`src/rtl/logic_axi4_stream_packet_buffer_counter.sv`:
```
// rtl/logic_axi4_stream_packet_buffer_counter.sv - FIFO occupancy counter (transfers and packets) from stream monitors
//
// Tracks how many single transfers and how many complete packets sit in a FIFO
// by watching the handshakes on its write side (rx_mon_*) and read side (tx_mon_*).
//
// Ports:
//   aclk, areset_n           clock, asynchronous active-low reset
//   rx_mon_tvalid/tready/tlast   observed FIFO write-side handshake (input only)
//   tx_mon_tvalid/tready/tlast   observed FIFO read-side handshake (input only)
//   packets_tdata/tvalid/tready  packet count stream, level semantics
//   transfers_tdata/tvalid/tready  transfer count stream, level semantics
//   overflow                 sticky: a count tried to go past MAX
//   underflow                sticky: a count tried to go below zero
module logic_axi4_stream_packet_buffer_counter #(
  parameter int CAPACITY       = 256,
  parameter int CAPACITY_WIDTH = (CAPACITY >= 2) ? $clog2(CAPACITY) : 1
) (
  input  logic                    aclk,
  input  logic                    areset_n,
  input  logic                    rx_mon_tvalid,
  input  logic                    rx_mon_tready,
  input  logic                    rx_mon_tlast,
  input  logic                    tx_mon_tvalid,
  input  logic                    tx_mon_tready,
  input  logic                    tx_mon_tlast,
  output logic [CAPACITY_WIDTH:0] packets_tdata,
  output logic                    packets_tvalid,
  input  logic                    packets_tready,
  output logic [CAPACITY_WIDTH:0] transfers_tdata,
  output logic                    transfers_tvalid,
  input  logic                    transfers_tready,
  output logic                    overflow,
  output logic                    underflow
);

  localparam int W = CAPACITY_WIDTH + 1;
  localparam logic [W-1:0] MAX = {1'b1, {CAPACITY_WIDTH{1'b0}}};

  logic         rx_hs, tx_hs;
  logic         xfer_inc, xfer_dec, pkt_inc, pkt_dec;
  logic [W-1:0] xfer_cnt, xfer_next, pkt_cnt, pkt_next;
  logic         xfer_ovf, xfer_unf, pkt_ovf, pkt_unf;

  assign rx_hs = rx_mon_tvalid && rx_mon_tready;
  assign tx_hs = tx_mon_tvalid && tx_mon_tready;

  // Simultaneous events on both sides cancel, so only a net step moves a count.
  assign xfer_inc = rx_hs && !tx_hs;
  assign xfer_dec = tx_hs && !rx_hs;
  assign pkt_inc  = (rx_hs && rx_mon_tlast) && !(tx_hs && tx_mon_tlast);
  assign pkt_dec  = (tx_hs && tx_mon_tlast) && !(rx_hs && rx_mon_tlast);

  always_comb begin
    xfer_next = xfer_cnt;
    xfer_ovf  = 1'b0;
    xfer_unf  = 1'b0;
    if (xfer_inc) begin
      if (xfer_cnt == MAX) xfer_ovf = 1'b1;
      else                 xfer_next = xfer_cnt + W'(1);
    end else if (xfer_dec) begin
      if (xfer_cnt == '0)  xfer_unf = 1'b1;
      else                 xfer_next = xfer_cnt - W'(1);
    end
  end

  always_comb begin
    pkt_next = pkt_cnt;
    pkt_ovf  = 1'b0;
    pkt_unf  = 1'b0;
    if (pkt_inc) begin
      if (pkt_cnt == MAX) pkt_ovf = 1'b1;
      else                pkt_next = pkt_cnt + W'(1);
    end else if (pkt_dec) begin
      if (pkt_cnt == '0)  pkt_unf = 1'b1;
      else                pkt_next = pkt_cnt - W'(1);
    end
  end

  // tvalid rises after a real count change (a saturated hold is not a change)
  // and drops once the consumer has seen the level with no newer change.
  always_ff @(posedge aclk or negedge areset_n) begin
    if (!areset_n) begin
      xfer_cnt         <= '0;
      pkt_cnt          <= '0;
      transfers_tvalid <= 1'b0;
      packets_tvalid   <= 1'b0;
      overflow         <= 1'b0;
      underflow        <= 1'b0;
    end else begin
      xfer_cnt         <= xfer_next;
      pkt_cnt          <= pkt_next;
      transfers_tvalid <= (xfer_next != xfer_cnt) || (transfers_tvalid && !transfers_tready);
      packets_tvalid   <= (pkt_next != pkt_cnt) || (packets_tvalid && !packets_tready);
      overflow         <= overflow || xfer_ovf || pkt_ovf;
      underflow        <= underflow || xfer_unf || pkt_unf;
    end
  end

  assign transfers_tdata = xfer_cnt;
  assign packets_tdata   = pkt_cnt;

endmodule

```
`config.mk`:
```
export PLATFORM = sky130hd
export DESIGN_NAME = logic_axi4_stream_packet_buffer_counter
export DESIGN_NICKNAME = d
export VERILOG_FILES = /design/src/rtl/logic_axi4_stream_packet_buffer_counter.sv
export SDC_FILE = /design/constraint.sdc
export NUM_CORES = 1
export LEC_CHECK = 0
export CORE_UTILIZATION = 53
export DETAILED_ROUTE_END_ITERATION = 8
export GPL_TIMING_DRIVEN = 0
export PLACE_DENSITY = 0.95
export SYNTH_ARGS = -nofsm -noshare
export SYNTH_HDL_FRONTEND = slang
export SYNTH_SLANG_ARGS = --single-unit
```
`constraint.sdc`:
```
create_clock -name aclk -period 4.72 [get_ports aclk]
set_input_delay 0.708 -clock aclk [delete_from_list [all_inputs] [get_ports aclk]]
set_output_delay 0.708 -clock aclk [all_outputs]
set_load 0.1 [all_outputs]
```
==> metrics <==
CTS Buf Count 3; TritonCTS clock tree yes; register area share after synthesis 41.2%; Final setup viols 0; ys async rst share 100%; DRC viols 0; vias post-DR 1,248; count of pins over their slew limit 0; # Max-Cap Violations 0; Final TNS setup 0 ns; Die W 52.2 um; PortBufs 31; Top Metal Used met4; nets@finish 190; clk buf depth 2; crit path cell chain clkdlybuf4s50_1; dominant cell type by area after synthesis dfrtp_1; post_cts resized 0; WL per Instance 16.6 um; Post-DRT Antenna Nets 0; Data arrival, critical path 2.03 ns; gr usage total 28.8%; hold_buf cts 0; Placer Congestion 0.967; DR WL met2 1690 um; final WL 3380 um; fraction of final layout cells sized beyond drive strength 1 7.43%; top-count cell post-synth dfrtp_1; initial antenna violation count 0; Post-synth top cells 22 x dfrtp_1, 11 x xnor2_1, 9 x inv_1, 9 x nand3_1, 8 x nand2_1; Final HPWL DP 2480 um; root buf cell clkbuf_4; die area 2720 um^2; Yosys cell types 42; H-tree depth 1; Max Freq 0.365 GHz; vias per cell 6.15; Synth top area share 41.2%; global route total overflow 0; slowest stage delay, CP 1.19 ns; Tcrit/Tclk final 58.1%; Fin. Hold Viols 0; Post-CTS Setup Bufs 0; CP Max Fanout 8; Final min period 2.74 ns; Top FF cell, synth dfrtp_1; CP Capture Type primary output; met3 WL post-DR 197 um; drt first pass iters 4; Clock Sinks 22; RSZ-0062 raised after global routing no; Syn Area/Cell 9.54 um^2; largest net degree at the start of global routing 23; top cells by area, synth dfrtp_1 41%, xnor2_1 7.2%, ha_1 3.7%; min-delay worst type register to register; Die Ht 52.2 um; Clk Latency, worst-skew pair 0.32 ns; first-pass GRT wire length 5670 um; antenna cells 0; Seq cells post-synth 22; worst setup path category register to primary output; Post-synth EDFFs 0; DRT met1 WL 1370 um; delay-heaviest family, CP buffers and inverters; # IOs 32; worst-margin pin slew 0.989 ns; Worst Path Buf+Inv 1; Rel. slew slack 33.9%; Iteration-0 DRC Markers 54; vias in the first global route 1,223; Post-Syn Nets 154; P&R area growth vs syn 28.6%; Clock transition at path regs 0.13 ns; status finished, final reports clean; CP max-delay cell clkdlybuf4s50_1; Post-Syn Area 1340 um^2; initial core utilization 58.1%; critical path startpoint category register; clock skew 0.00210 ns; CP Data Required Time 4.01 ns; core area 2300 um^2; Syn. warnings 0; Rows 17; Syn Inst Count 140
area by class of cell:
| cell class | instances | area [um^2] |
|---|---|---|
| Buffer | 2 | 7.51 |
| Inverter | 9 | 33.8 |
| Fill cell | 175 | 581 |
| Tap cell | 28 | 35.0 |
| Clock buffer | 4 | 36.3 |
| Sequential cell | 22 | 551 |
| Multi-Input combinational cell | 107 | 743 |
| Timing Repair Buffer | 31 | 310 |
cells in the final DEF (no fill, tap or decap), drive strengths merged, types with 3 or more instances in the layout:
cell type / Yosys / layout
a21oi: 6 / 6
and2: 4 / 4
clkbuf: 2 / 6
clkdlybuf4s50: 0 / 31
dfrtp: 22 / 22
ha: 4 / 4
inv: 9 / 9
nand2: 8 / 8
nand2b: 3 / 3
nand3: 9 / 9
nand4: 7 / 7
nor2: 8 / 8
o21ai: 6 / 6
o22ai: 3 / 3
or3: 4 / 4
or4: 3 / 3
xnor2: 11 / 11
xor2: 5 / 5
cell families (layout without fill, tap and decap cells):
| group | Yosys count | in the layout | share of synthesized area (%) |
|---|---|---|---|
| muxes | 2 | 2 | 1.50 |
| DFF | 22 | 22 | 41.2 |
| and+or+nand+nor | 55 | 55 | 24.0 |
| buffers and inverters | 11 | 46 | 3.09 |
| adders and majority gates | 4 | 4 | 3.75 |
| xor gates and xnor gates | 16 | 16 | 10.5 |
| AOI/OAI and AO/OA | 30 | 30 | 15.9 |
stage by stage:
| step | hold slack, ns | utilization, % | instances | cell area [um^2] | setup slack (ns) |
|---|---|---|---|---|---|
| after global placement | 0.474 | 73.1 | 199 | 1680 | 2.21 |
| final | 0.503 | 74.7 | 203 | 1720 | 1.98 |
| after floorplan | 0.412 | - | 140 | 1340 | 2.23 |
| after detailed placement | 0.478 | 73.1 | 199 | 1680 | 2.13 |
| after global routing | 0.525 | 74.7 | 203 | 1720 | 1.93 |
| after CTS | 0.505 | 74.7 | 203 | 1720 | 1.98 |
state kept, by name (all words and copies together), names as in the netlist:
name,count
overflow,1
underflow,1
packets_tdata,9
transfers_tdata,9
packets_tvalid,1
transfers_tvalid,1
worst paths after layout:
check	from	to	slack (ns)	cells after the start
setup / recovery	transfers_tdata[3]$_DFF_PN0_	transfers_tdata[3]	1.98	1
hold / removal	underflow$_DFF_PN0_	underflow$_DFF_PN0_	0.50	2
setup reg to reg	packets_tdata[2]$_DFF_PN0_	packets_tdata[5]$_DFF_PN0_	2.56	5
hold reg to reg	underflow$_DFF_PN0_	underflow$_DFF_PN0_	0.50	2
max in group asynchronous	areset_n	packets_tdata[8]$_DFF_PN0_	3.21	1
min in group asynchronous	areset_n	transfers_tdata[6]$_DFF_PN0_	0.92	1
layer usage:
| metal | vias to the layer above | track usage, % |
|---|---|---|
| li1 | 583 | - |
| met1 | 594 | 35.4 |
| met2 | 59 | 48.1 |
| met3 | 12 | 4.93 |
| met4 | 0 | 15.4 |
| met5 | - | 0 |
Power is left out: the tool's default activity adds up to more than one toggle a clock period on the data nets, which glitch-free logic cannot reach.
==> edit: new RTL, same flow settings <==
Make the reset (`areset_n`) synchronous in one clocked block. Comments in the files are not updated.
--- a/src/rtl/logic_axi4_stream_packet_buffer_counter.sv
+++ b/src/rtl/logic_axi4_stream_packet_buffer_counter.sv
@@ -80,3 +80,3 @@
   // and drops once the consumer has seen the level with no newer change.
-  always_ff @(posedge aclk or negedge areset_n) begin
+  always_ff @(posedge aclk) begin
     if (!areset_n) begin
Function: differs if areset_n is asserted again (counterexample within 4 cycles, from zero or initial values and one cycle with areset_n low); with areset_n held inactive, the same outputs for 10 cycles.
==> edit against the original RTL <==
  * Wire length rose by 3.1%
  * Area after synthesis rose by 8.4%
  * Critical path depth did not move
  * Maximum frequency rose by 0.92%
  * Cell area rose by 5.3%
  * Worst setup slack improved by 0.025 ns
  * Sequential cell count did not move
  * Critical endpoint is now packets_tdata[3]
  * Largest cell class unchanged
==> edit: results (changes against the original RTL) <==
stage	metric	value	unit	change
detailed_routing	vias	1448		+16%
synth	yosysSeqAreaShare	30.4	%	-11 points
worst_hold_path	whs_endpoint	packets_tvalid		
worst_hold_path	hp-class	register to register		
final_layout	drive_above_1_share	5.69	%	-1.7 points
placement	pre_cts_slack	2.02	ns	-0.110 ns
worst_setup_path	worst_r2r_endpoint	transfers_tdata[1]		
worst_setup_path	startpoint	packets_tdata[3]		
worst_hold_path	hp-start	packets_tvalid		
placement	io_buffer_count	30		-3.2%
worst_setup_path	critPathArrivalTime	2.01	ns	-0.02 ns
worst_setup_path	slowest_delay	1.19	ns	about the same
synth	async_reset_ff_share	0	%	-100 points
sta	clock_skew	0.0106	ns	+0.00851 ns
detailed_routing	routedWlPerCell	14.4	um	-13%
synth	syn_nets	192		+25%
clocking	clk_latency	0.31	ns	
power	cellLeakagePower	0.705	nW	
sta	post-route-min-period	2.72	ns	-0.0251 ns
sta	slew_headroom	35.0	%	+1.2 points
clocking	numCtsBuffers	3		unchanged
placement	post_dp_cell_area	1790	sq um	+6.3%
run_status	outcome	complete, no violations		
worst_setup_path	crit_end	packets_tdata[3]		
final_layout	nFillCells	207		+18%
grt	gr-usage-all-layers	25.7	%	-3.1 points
grt	grt_first_pass_wirelength	5500	um	-3.0%
placement	dpl.hpwl	2610	um	+5.2%
placement	place.gp.congestion	0.898		-7.2%
sta	holdWs	0.493	ns	-0.0103 ns
synth	synth_cells	178		+27%
worst_setup_path	path_delay_family	buffers and inverters		
power	ir_drop	0.258	mV	
grt	grt_max_degree	12		-48%
power	power	0.000616	W	
synth	yosys-top-cells-area	dfxtp_1 30%, nand2_1 6.5%, mux2i_1 4.8%		
clocking	cts.htree.levels	1		unchanged
clocking	cts-resized-gates	0		unchanged
synth	yosysUniqueCellTypes	46		+9.5%
grt	grt_pass1_vias	1241		+1.5%
worst_setup_path	worst_r2r_path_depth	7		+2
synth	synth_commonest_cells	25 x nand2_1, 22 x dfxtp_1, 11 x and2_1		
synth	yosysWarnings	0		unchanged
worst_setup_path	r2r_setup_slack	2.66	ns	+0.10 ns
detailed_routing	drtIter0Drc	66		+22%
worst_setup_path	r2r_start	transfers_tdata[0]		
placement	placed_cells	238		+20%
final_layout	seqCellArea	440	sq um	-20%
detailed_routing	via_per_inst	6.01		-2.3%
synth	synth_ff_type	dfxtp_1		
final_layout	layout.nets	227		+19%
clocking	cts.clk_slew.worst_paths	0.13	ns	about the same
edit: cell count changes after synthesis, moves of 6 or more:
cell,delta
dfrtp_1,-22
nor3_1,+7
dfxtp_1,+22
and2_1,+8
nand2_1,+17
xnor2_1,-8
nand4_1,-6
edit: area by class of cell:
class                   instances  share of cell area, %
multi-input cells             145                   52.9
flip-flops and latches         22                   24.4
repair buffers                 30                   16.6
well taps                      30                   2.08
plain buffers                   6                   1.73
clock buffers                   3                   1.25
inverters                       5                   1.04
edit: layer usage:
layer  GRT usage (%)  vias up  share of wire, %
met5               0        -                 0
met2            41.5       73                45
met4            6.41        0              0.98
met3            3.33        4               6.4
li1                -      719                 -
met1            35.9      652                47
edit: kinds of logic after synthesis:
group | share of synthesized area [%]
AOI/OAI and AO/OA | 18.3
buffers and inverters | 3.46
and+or+nand+nor | 33.6
muxes | 5.88
adders and majority gates | 3.46
DFF | 30.4
xor gates and xnor gates | 4.84
